<file path="config.mk">
export PLATFORM = sky130hd
export DESIGN_NAME = rob_head_ctrl
export DESIGN_NICKNAME = d
export VERILOG_FILES = /design/src/rtl/gambit_rob_pkg.sv /design/src/rtl/rob_ptr_add.sv /design/src/rtl/rob_head_ctrl.sv
export VERILOG_INCLUDE_DIRS = /design/src /design/src/rtl
export SDC_FILE = /design/constraint.sdc
export NUM_CORES = 1
export LEC_CHECK = 0
export BUFFER_PORTS_ARGS = -buffer_cell sky130_fd_sc_hd__buf_4
export CORE_MARGIN = 3
export CORE_UTILIZATION = 50
export CTS_CLUSTER_DIAMETER = 80
export DETAILED_ROUTE_END_ITERATION = 12
export HOLD_SLACK_MARGIN = 0.05
export PLACE_DENSITY = 0.83
export SYNTH_ARGS = -nofsm -noshare
export SYNTH_HDL_FRONTEND = slang
export SYNTH_SLANG_ARGS = --single-unit
</file>
<file path="constraint.sdc">
create_clock -name clk_i -period 10.3 [get_ports clk_i]
set_input_delay 2.06 -clock clk_i [delete_from_list [all_inputs] [get_ports clk_i]]
set_output_delay 2.06 -clock clk_i [all_outputs]
set_load 0.01 [all_outputs]
</file>
<file path="src/rtl/Gambit-config.sv">
// rtl/Gambit-config.sv - reorder-buffer sizing macros shared by the ROB slice
`ifndef GAMBIT_CONFIG_SV
`define GAMBIT_CONFIG_SV

// RENTRIES : reorder-buffer entries (power of two, 8..32)
// RSLOTS   : enqueue slots per cycle (1..4)
// RBITS    : pointer width, log2(RENTRIES)
`define RENTRIES 16
`define RSLOTS   4
`define RBITS    4

`endif

</file>
<file path="src/rtl/gambit_rob_pkg.sv">
// rtl/gambit_rob_pkg.sv - shared ROB pointer/count types and sizing constants
`include "Gambit-config.sv"

package gambit_rob_pkg;

    localparam int ROB_ENTRIES  = `RENTRIES;
    localparam int ROB_SLOTS    = `RSLOTS;
    localparam int ROB_BITS     = `RBITS;
    localparam int RETIRE_CNT_W = 40;

    // Entry index into the ring.
    typedef logic [`RBITS-1:0] rob_ptr_t;
    // Occupancy 0..RENTRIES needs one extra bit.
    typedef logic [`RBITS:0]   rob_cnt_t;
    // Headroom for count + acc - ret without overflow or underflow.
    typedef logic [`RBITS+1:0] rob_wide_t;

endpackage

</file>
<file path="src/rtl/rob_ptr_add.sv">
// rtl/rob_ptr_add.sv - modular ring-pointer advance
// Ports:
//   ptr  in   rob_ptr_t  current pointer
//   amt  in   4 bits     advance amount 0..15
//   sum  out  rob_ptr_t  (ptr + amt) mod RENTRIES
module rob_ptr_add
    import gambit_rob_pkg::*;
(
    input  rob_ptr_t   ptr,
    input  logic [3:0] amt,
    output rob_ptr_t   sum
);

    // RENTRIES is a power of two, so resizing amt to the pointer width
    // (truncating or zero-extending) and letting the add overflow gives
    // the wrap for free, including amounts larger than the ring.
    assign sum = ptr + rob_ptr_t'(amt);

endmodule

</file>
<file path="src/rtl/rob_head_ctrl.sv">
// rtl/rob_head_ctrl.sv - reorder-buffer head/tail/occupancy controller
// Optional feature macro: RETIRE_CNT_EN adds a 40-bit retired-entry counter.
// Ports:
//   rst_i          in   async active-high reset
//   clk_i          in   clock
//   commit_i       in   retire enable
//   r_amt          in   requested retire amount
//   queued_i       in   entries enqueued this cycle
//   flush_i        in   branch-miss flush
//   flush_tail_i   in   tail after flush
//   rob_heads      out  (head+i) mod RENTRIES, i = 0..RENTRIES-1
//   rob_tails      out  (tail+i) mod RENTRIES, i = 0..RSLOTS-1
//   count_o        out  occupied entries
//   full_o         out  count_o > RENTRIES-RSLOTS
//   empty_o        out  count_o == 0
//   retired_cnt_o  out  running total of retired entries (RETIRE_CNT_EN only)
module rob_head_ctrl
    import gambit_rob_pkg::*;
#(
    parameter int RENTRIES = `RENTRIES,
    parameter int RSLOTS   = `RSLOTS
) (
    input  logic       rst_i,
    input  logic       clk_i,
    input  logic       commit_i,
    input  logic [3:0] r_amt,
    input  logic [2:0] queued_i,
    input  logic       flush_i,
    input  rob_ptr_t   flush_tail_i,
    output rob_ptr_t   rob_heads [RENTRIES],
    output rob_ptr_t   rob_tails [RSLOTS],
    output rob_cnt_t   count_o,
    output logic       full_o,
    output logic       empty_o
`ifdef RETIRE_CNT_EN
    ,
    output logic [RETIRE_CNT_W-1:0] retired_cnt_o
`endif
);

    rob_wide_t cnt_w;
    rob_wide_t ret_w;
    rob_wide_t space_w;
    rob_wide_t acc_w;
    rob_ptr_t  head_next;
    rob_ptr_t  tail_adv;
    rob_ptr_t  tail_next;
    rob_ptr_t  flush_cnt;
    rob_cnt_t  count_next;

    always_comb begin
        cnt_w   = rob_wide_t'(count_o);
        ret_w   = '0;
        if (commit_i)
            ret_w = (rob_wide_t'(r_amt) < cnt_w) ? rob_wide_t'(r_amt) : cnt_w;
        // Entries freed by this cycle's retire are available to enqueue.
        space_w = rob_wide_t'(RENTRIES) - cnt_w + ret_w;
        acc_w   = (rob_wide_t'(queued_i) < space_w) ? rob_wide_t'(queued_i) : space_w;
    end

    // ret never exceeds r_amt (4 bits); acc never exceeds queued_i (3 bits).
    rob_ptr_add u_head_add (
        .ptr (rob_heads[0]),
        .amt (ret_w[3:0]),
        .sum (head_next)
    );

    rob_ptr_add u_tail_add (
        .ptr (rob_tails[0]),
        .amt ({1'b0, acc_w[2:0]}),
        .sum (tail_adv)
    );

    always_comb begin
        // After a flush the occupancy is the ring distance from the new head
        // to the new tail; equal pointers therefore mean empty, never full.
        flush_cnt  = flush_tail_i - head_next;
        tail_next  = tail_adv;
        count_next = rob_cnt_t'(cnt_w + acc_w - ret_w);
        if (flush_i) begin
            tail_next  = flush_tail_i;
            count_next = rob_cnt_t'(flush_cnt);
        end
    end

    always_ff @(posedge clk_i or posedge rst_i) begin
        if (rst_i) begin
            for (int i = 0; i < RENTRIES; i++) rob_heads[i] <= rob_ptr_t'(i);
            for (int i = 0; i < RSLOTS; i++)   rob_tails[i] <= rob_ptr_t'(i);
            count_o <= '0;
            full_o  <= 1'b0;
            empty_o <= 1'b1;
        end else begin
            for (int i = 0; i < RENTRIES; i++) rob_heads[i] <= head_next + rob_ptr_t'(i);
            for (int i = 0; i < RSLOTS; i++)   rob_tails[i] <= tail_next + rob_ptr_t'(i);
            count_o <= count_next;
            full_o  <= rob_wide_t'(count_next) > rob_wide_t'(RENTRIES - RSLOTS);
            empty_o <= (count_next == '0);
        end
    end

`ifdef RETIRE_CNT_EN
    always_ff @(posedge clk_i or posedge rst_i) begin
        if (rst_i) retired_cnt_o <= '0;
        else       retired_cnt_o <= retired_cnt_o + RETIRE_CNT_W'(ret_w);
    end
`endif

endmodule

</file>
* Yosys cells after proc, flatten, opt, wreduce, memory -nomap -nowiden
Index checks and enable logic that the tools add are counted.
** Storage, ports and cells
- Register bits after elaboration :: 87
- Input port bits :: 15
- Output and inout bits :: 87
** Operators by class
- Add/subtract/negate cells :: 25
- Magnitude comparators :: 3
- Muxes and demuxes :: 5
- Reduce and logical (&&, ||, !) cells :: 1
** Operators with widths (count)
- adder 4 bit, second input constant :: 8
- 2-to-1 mux 5 bit :: 4
- adder 4 x 2 -> 4 bit, second input constant :: 4
- adder 4 x 3 -> 4 bit, second input constant :: 4
- adder 4 x 1 -> 4 bit, second input constant :: 2
- adder 6 x 5 -> 6 bit :: 1
- less-than comparator 3 x 6 -> 1 bit :: 1
- subtractor 5 x 5 -> 6 bit, first input constant :: 1
- adder 5 bit :: 1
- greater-than comparator 5 x 4 -> 1 bit, second input constant :: 1
- zero test 5 bit :: 1
- less-than comparator 4 x 5 -> 1 bit :: 1
- subtractor 5 bit :: 1
- adder 4 x 3 -> 4 bit :: 1
- adder 4 bit :: 1
- 2-to-1 mux 4 bit :: 1
- subtractor 4 bit :: 1

* Depth between registers and ports, before layout
- Depth in word-level cells :: 10
- Mapped depth :: 29
- Mapped depth without buffers :: 27

* By module
Synthesis repeated with hierarchy kept, for this count alone.
** Unflattened totals
- Cells, all modules :: 272
- Area, all modules :: 3120.5 sq um
** Modules (own cells, without submodules)
- rob_head_ctrl :: instances 1, cells an instance 254, area each 2920.3 sq um
- rob_ptr_add :: instances 2, cells an instance 9, area each 100.1 sq um

* Worst setup path after synthesis
OpenSTA, ideal clock, no wires.
- Path kind :: in2reg
- Start point :: input port r_amt[1]
- End point :: register empty_o
- Arrival :: 7877 ps
- Data required time :: 10227 ps
- Setup slack :: 2350 ps
- Stages on the path :: 25
- Cells stage by stage :: ha_1 a2111oi_1 or4_1 buf_6 nor2_1 a21oi_1 nand2b_1 inv_1 ha_1 ha_1 fa_1 a221oi_1 xor2_1 a31oi_1 or3_1 clkbuf_1 mux2_2 fa_1 fa_1 a21o_1 a21oi_1 xnor2_1 nor2_1 or4b_2 a21oi_1
** On the way
- Longest elaborated chain between the ends :: 10
- Elaborated cells on any way between the ends :: 12
- Those cells by class :: 5 x add/sub; 2 x order compare; 4 x mux; 1 x reduce/logical
** RTL lines
- start: declaration :: RTL line rob_head_ctrl.sv:26 : input logic [3:0] r_amt,
- less-than comparator 4 x 5 -> 1 bit :: RTL line rob_head_ctrl.sv:55 : ret_w = (rob_wide_t'(r_amt) < cnt_w) ? rob_wide_t'(r_amt) : cnt_w;
- 2-to-1 mux 5 bit * :: RTL line rob_head_ctrl.sv:55
- 2-to-1 mux 5 bit * :: RTL line rob_head_ctrl.sv:54 : if (commit_i)
- adder 6 x 5 -> 6 bit :: RTL line rob_head_ctrl.sv:57 : space_w = rob_wide_t'(RENTRIES) - cnt_w + ret_w;
- less-than comparator 3 x 6 -> 1 bit :: RTL line rob_head_ctrl.sv:58 : acc_w = (rob_wide_t'(queued_i) < space_w) ? rob_wide_t'(queued_i) : space_w;
- 2-to-1 mux 5 bit :: RTL line rob_head_ctrl.sv:58
- adder 5 bit :: RTL line rob_head_ctrl.sv:79 : count_next = rob_cnt_t'(cnt_w + acc_w - ret_w);
- subtractor 5 bit * :: RTL line rob_head_ctrl.sv:79
- 2-to-1 mux 5 bit * :: RTL line rob_head_ctrl.sv:80 : if (flush_i) begin
- net count_next[4] :: RTL line rob_head_ctrl.sv:49 : rob_cnt_t count_next;
- zero test 5 bit * :: RTL line rob_head_ctrl.sv:98 : empty_o <= (count_next == '0);
- end signal: assignment :: RTL line rob_head_ctrl.sv:98
- end: declaration :: RTL line rob_head_ctrl.sv:34 : output logic empty_o
The timed path passes the listed nets; every way through them passes the cells marked *.

* Worst setup path in the final report
Same ends and word-level chain as after synthesis.

==> run_results.csv <==
group,metric,value,unit
outcome,status,"finished clean",
setup_path,worst_ep_required_time,10.53,ns
timing,tightest_slew,1.02,ns
setup_path,critPathMaxFanout,6,
detailed_routing,drc,0,
yosys,synth_top_area_frac,0.244,
grt,antenna_found_initial,0,
cts,clkLatencyLatePin,0.30,ns
setup_path,crit_type,"input port to flop",
setup_path,crit_end,"empty_o$_DFF_PP1_",
place,dpl_cell_area,3830,um^2
timing,post-route-period-util,0.798,
layout,layout-area-overhead-vs-synth,19.8,%
layout,fill_cells,498,
detailed_routing,final_antenna_net_count,0,
yosys,synth-seq-area-share,0.397,
timing,relSlewSlack,0.317,
cts,cts-root-buf,"clkbuf_8",
grt,grt.overflow.total,0,
layout,fin_cells,433,
cts,clock_sinks,51,
place,dp.cells,425,
setup_path,r2r_start,"count_o[1]$_DFF_PP0_",
timing,finalSetupViolCount,0,
min_path,worstHoldPathType,"flop to flop",
timing,layout_min_cycle_time,8.22,ns
layout,drive_gt1_frac,0.402,
floorplanning,start_util,0.535,
setup_path,cp-start-kind,"input port",
grt,grt_max_degree,52,
timing,slew_violations,0,
layout,multiInputGateArea,1540,um^2
floorplanning,io_pins,102,
floorplanning,dieArea,7560,um^2
cts,cts_buffers,5,
layout,antennaDiodeCount,0,
setup_path,r2r_cells,24,
floorplanning,die_h,87.0,um
cts,h-tree-depth,2,
yosys,ys_ff_latch,51,
floorplanning,fp.coreArea,6130,um^2
yosys,netlist_area,3280,um^2
cts,cts_max_path_buffers,2,
timing,clock_skew,0.0115,ns
place,port_buffers,101,
place,place_congestion,0.933,
cts,post_cts_buffers,0,
setup_path,cp.arrival,8.45,ns
cts,path_clk_slew,0.10,ns
detailed_routing,firstDrtPassIters,4,
yosys,yosysTopAreaCell,"dfrtp_1",
layout,final_nets,421,
detailed_routing,wl_per_cell,14.6,um
layout,regArea,1300,um^2
yosys,yosysUniqueCellTypes,42,
grt,grt_pass1_vias,2157,
flow_run,drv_cap,0,
grt,grt_pass1_wl,10.4,mm
yosys,netlist_instances,287,
cts,cts_tree,"built",
yosys,ys_warn_count,0,
detailed_routing,vias,2068,
detailed_routing,wl,6.31,mm
cts,ctsHoldBuffers,0,
layout,fin_area,3930,um^2
detailed_routing,vias_per_cell,4.78,
setup_path,r2r-end,"empty_o$_DFF_PP1_",
floorplanning,fp-row-count,28,
yosys,synth_area_per_cell,11.4,um^2
floorplanning,die_w,87.0,um
yosys,netlist_top_cells_area,"dfrtp_1 (24%), ha_1 (16%), dfstp_2 (15%)",
timing,rsz0062_at_grt,"no",
timing,final.setup.tns,0,ns
grt,grt_use_total,0.171,
timing,hold_violations,0,
setup_path,regToRegSetupSlack,3.42,ns
cts,cts_repair_resize_count,0,
min_path,min_from,"rob_tails[15]$_DFF_PP0_",
setup_path,cp-end-kind,"flop",
place,hpwl,5.19,mm
detailed_routing,dr.first_iter.drc_count,59,
timing,fmax,0.122,GHz
setup_path,crit_path_start,"r_amt[1]",
[logic make-up after synthesis]
| group | count (synthesis) | share of synthesized area |
|---|---|---|
| AO/OA/AOI/OAI | 31 | 0.0615 |
| multiplexers | 10 | 0.0366 |
| XOR/XNOR | 38 | 0.116 |
| AND/OR/NAND/NOR | 31 | 0.0470 |
| flip-flops | 51 | 0.397 |
| other | 1 | 0.00114 |
| adder cells (fa/ha/maj) | 49 | 0.205 |
| buffers and inverters | 76 | 0.135 |
[critical path: stages]
cell and delay, ns:
buf_4 0.12, ha_1 0.27, a2111oi_1 0.06, or4_1 0.67, nor2_1 0.14, a21oi_1 0.05, nand2b_1 0.20, inv_1 0.14
ha_1 0.25, ha_1 0.23, fa_1 0.40, a221oi_1 0.34, xor2_1 0.18, a31oi_1 0.11, or3_1 0.50, mux2_2 0.34
fa_1 0.50, fa_1 0.49, a21o_1 0.19, a21oi_1 0.19, xnor2_1 0.16, nor2_1 0.09, or4b_2 0.64, a21oi_1 0.13
[worst min path at each step]
stage          slack [ns]                       to  cells after the start
3_3_place_gp         0.69  rob_tails[15]$_DFF_PP0_                      4
2_1_floorplan        0.71  rob_tails[15]$_DFF_PP0_                      4
6_report             0.73  rob_tails[15]$_DFF_PP0_                      4
4_1_cts              0.75  rob_tails[15]$_DFF_PP0_                      4
5_1_grt              0.82   rob_tails[4]$_DFF_PP0_                      2
3_5_place_dp         0.72  rob_tails[15]$_DFF_PP0_                      4
[synth_stat cells, drive strengths merged]
| library cell | number |
|---|---|
| dfrtp | 32 |
| nand2 | 11 |
| nor2b | 1 |
| ha | 41 |
| a2111oi | 2 |
| fa | 8 |
| o32a | 1 |
| clkbuf | 1 |
| nor3 | 1 |
| a21o | 5 |
| inv | 36 |
| and2 | 1 |
| nand2b | 6 |
| conb | 1 |
| o21bai | 1 |
| mux2 | 6 |
| o21ai | 4 |
| mux2i | 4 |
| a221oi | 1 |
| a21boi | 1 |
| dfstp | 19 |
| nor2 | 7 |
| or4 | 1 |
| nor3b | 1 |
| or3 | 1 |
| xnor2 | 20 |
| a21bo | 1 |
| a31oi | 1 |
| buf | 39 |
| or4b | 1 |
| a21oi | 13 |
| xor2 | 18 |
| a311o | 1 |
[flip-flops by register name (all words and copies together), names as in the netlist]
name	cells
count_o	5
empty_o	1
rob_heads	30
rob_tails	14
full_o	1
[stage by stage]
step | setup WS [ns] | util | hold slack [ns]
after floorplan | 2.35 | - | 0.712
after global placement | 2.04 | 0.625 | 0.690
after detailed placement | 1.76 | 0.625 | 0.721
after CTS | 2.06 | 0.641 | 0.749
after global routing | 1.81 | 0.641 | 0.821
final | 2.08 | 0.641 | 0.730
[cells in the final DEF, fill, tap and decap left out, types with 8 or more instances in the layout]
cell type and count:
xnor2_1 15, xor2_1 18, fa_1 8, a21oi_1 13
dfstp_2 19, ha_1 41, dfrtp_1 32, inv_1 34
nand2_1 11, buf_4 102
[cell type report]
cell class	count	area share
Timing Repair Buffer	102	0.195
Clock inverter	3	0.00701
Multi-Input combinational cell	161	0.391
Inverter	36	0.0344
Clock buffer	5	0.0175
Sequential cell	51	0.331
Tap cell	75	0.0239
[routing by layer]
metal  share of wire  vias to the layer above  GRT usage
li1                -                     1023          -
met5               0                        -          0
met1            0.41                      972      0.218
met2            0.49                       66      0.294
met4           0.012                        0     0.0326
met3           0.089                        7     0.0464
Power is left out: the tool's default activity adds up to more than one toggle a clock period on the data nets, which glitch-free logic cannot reach.
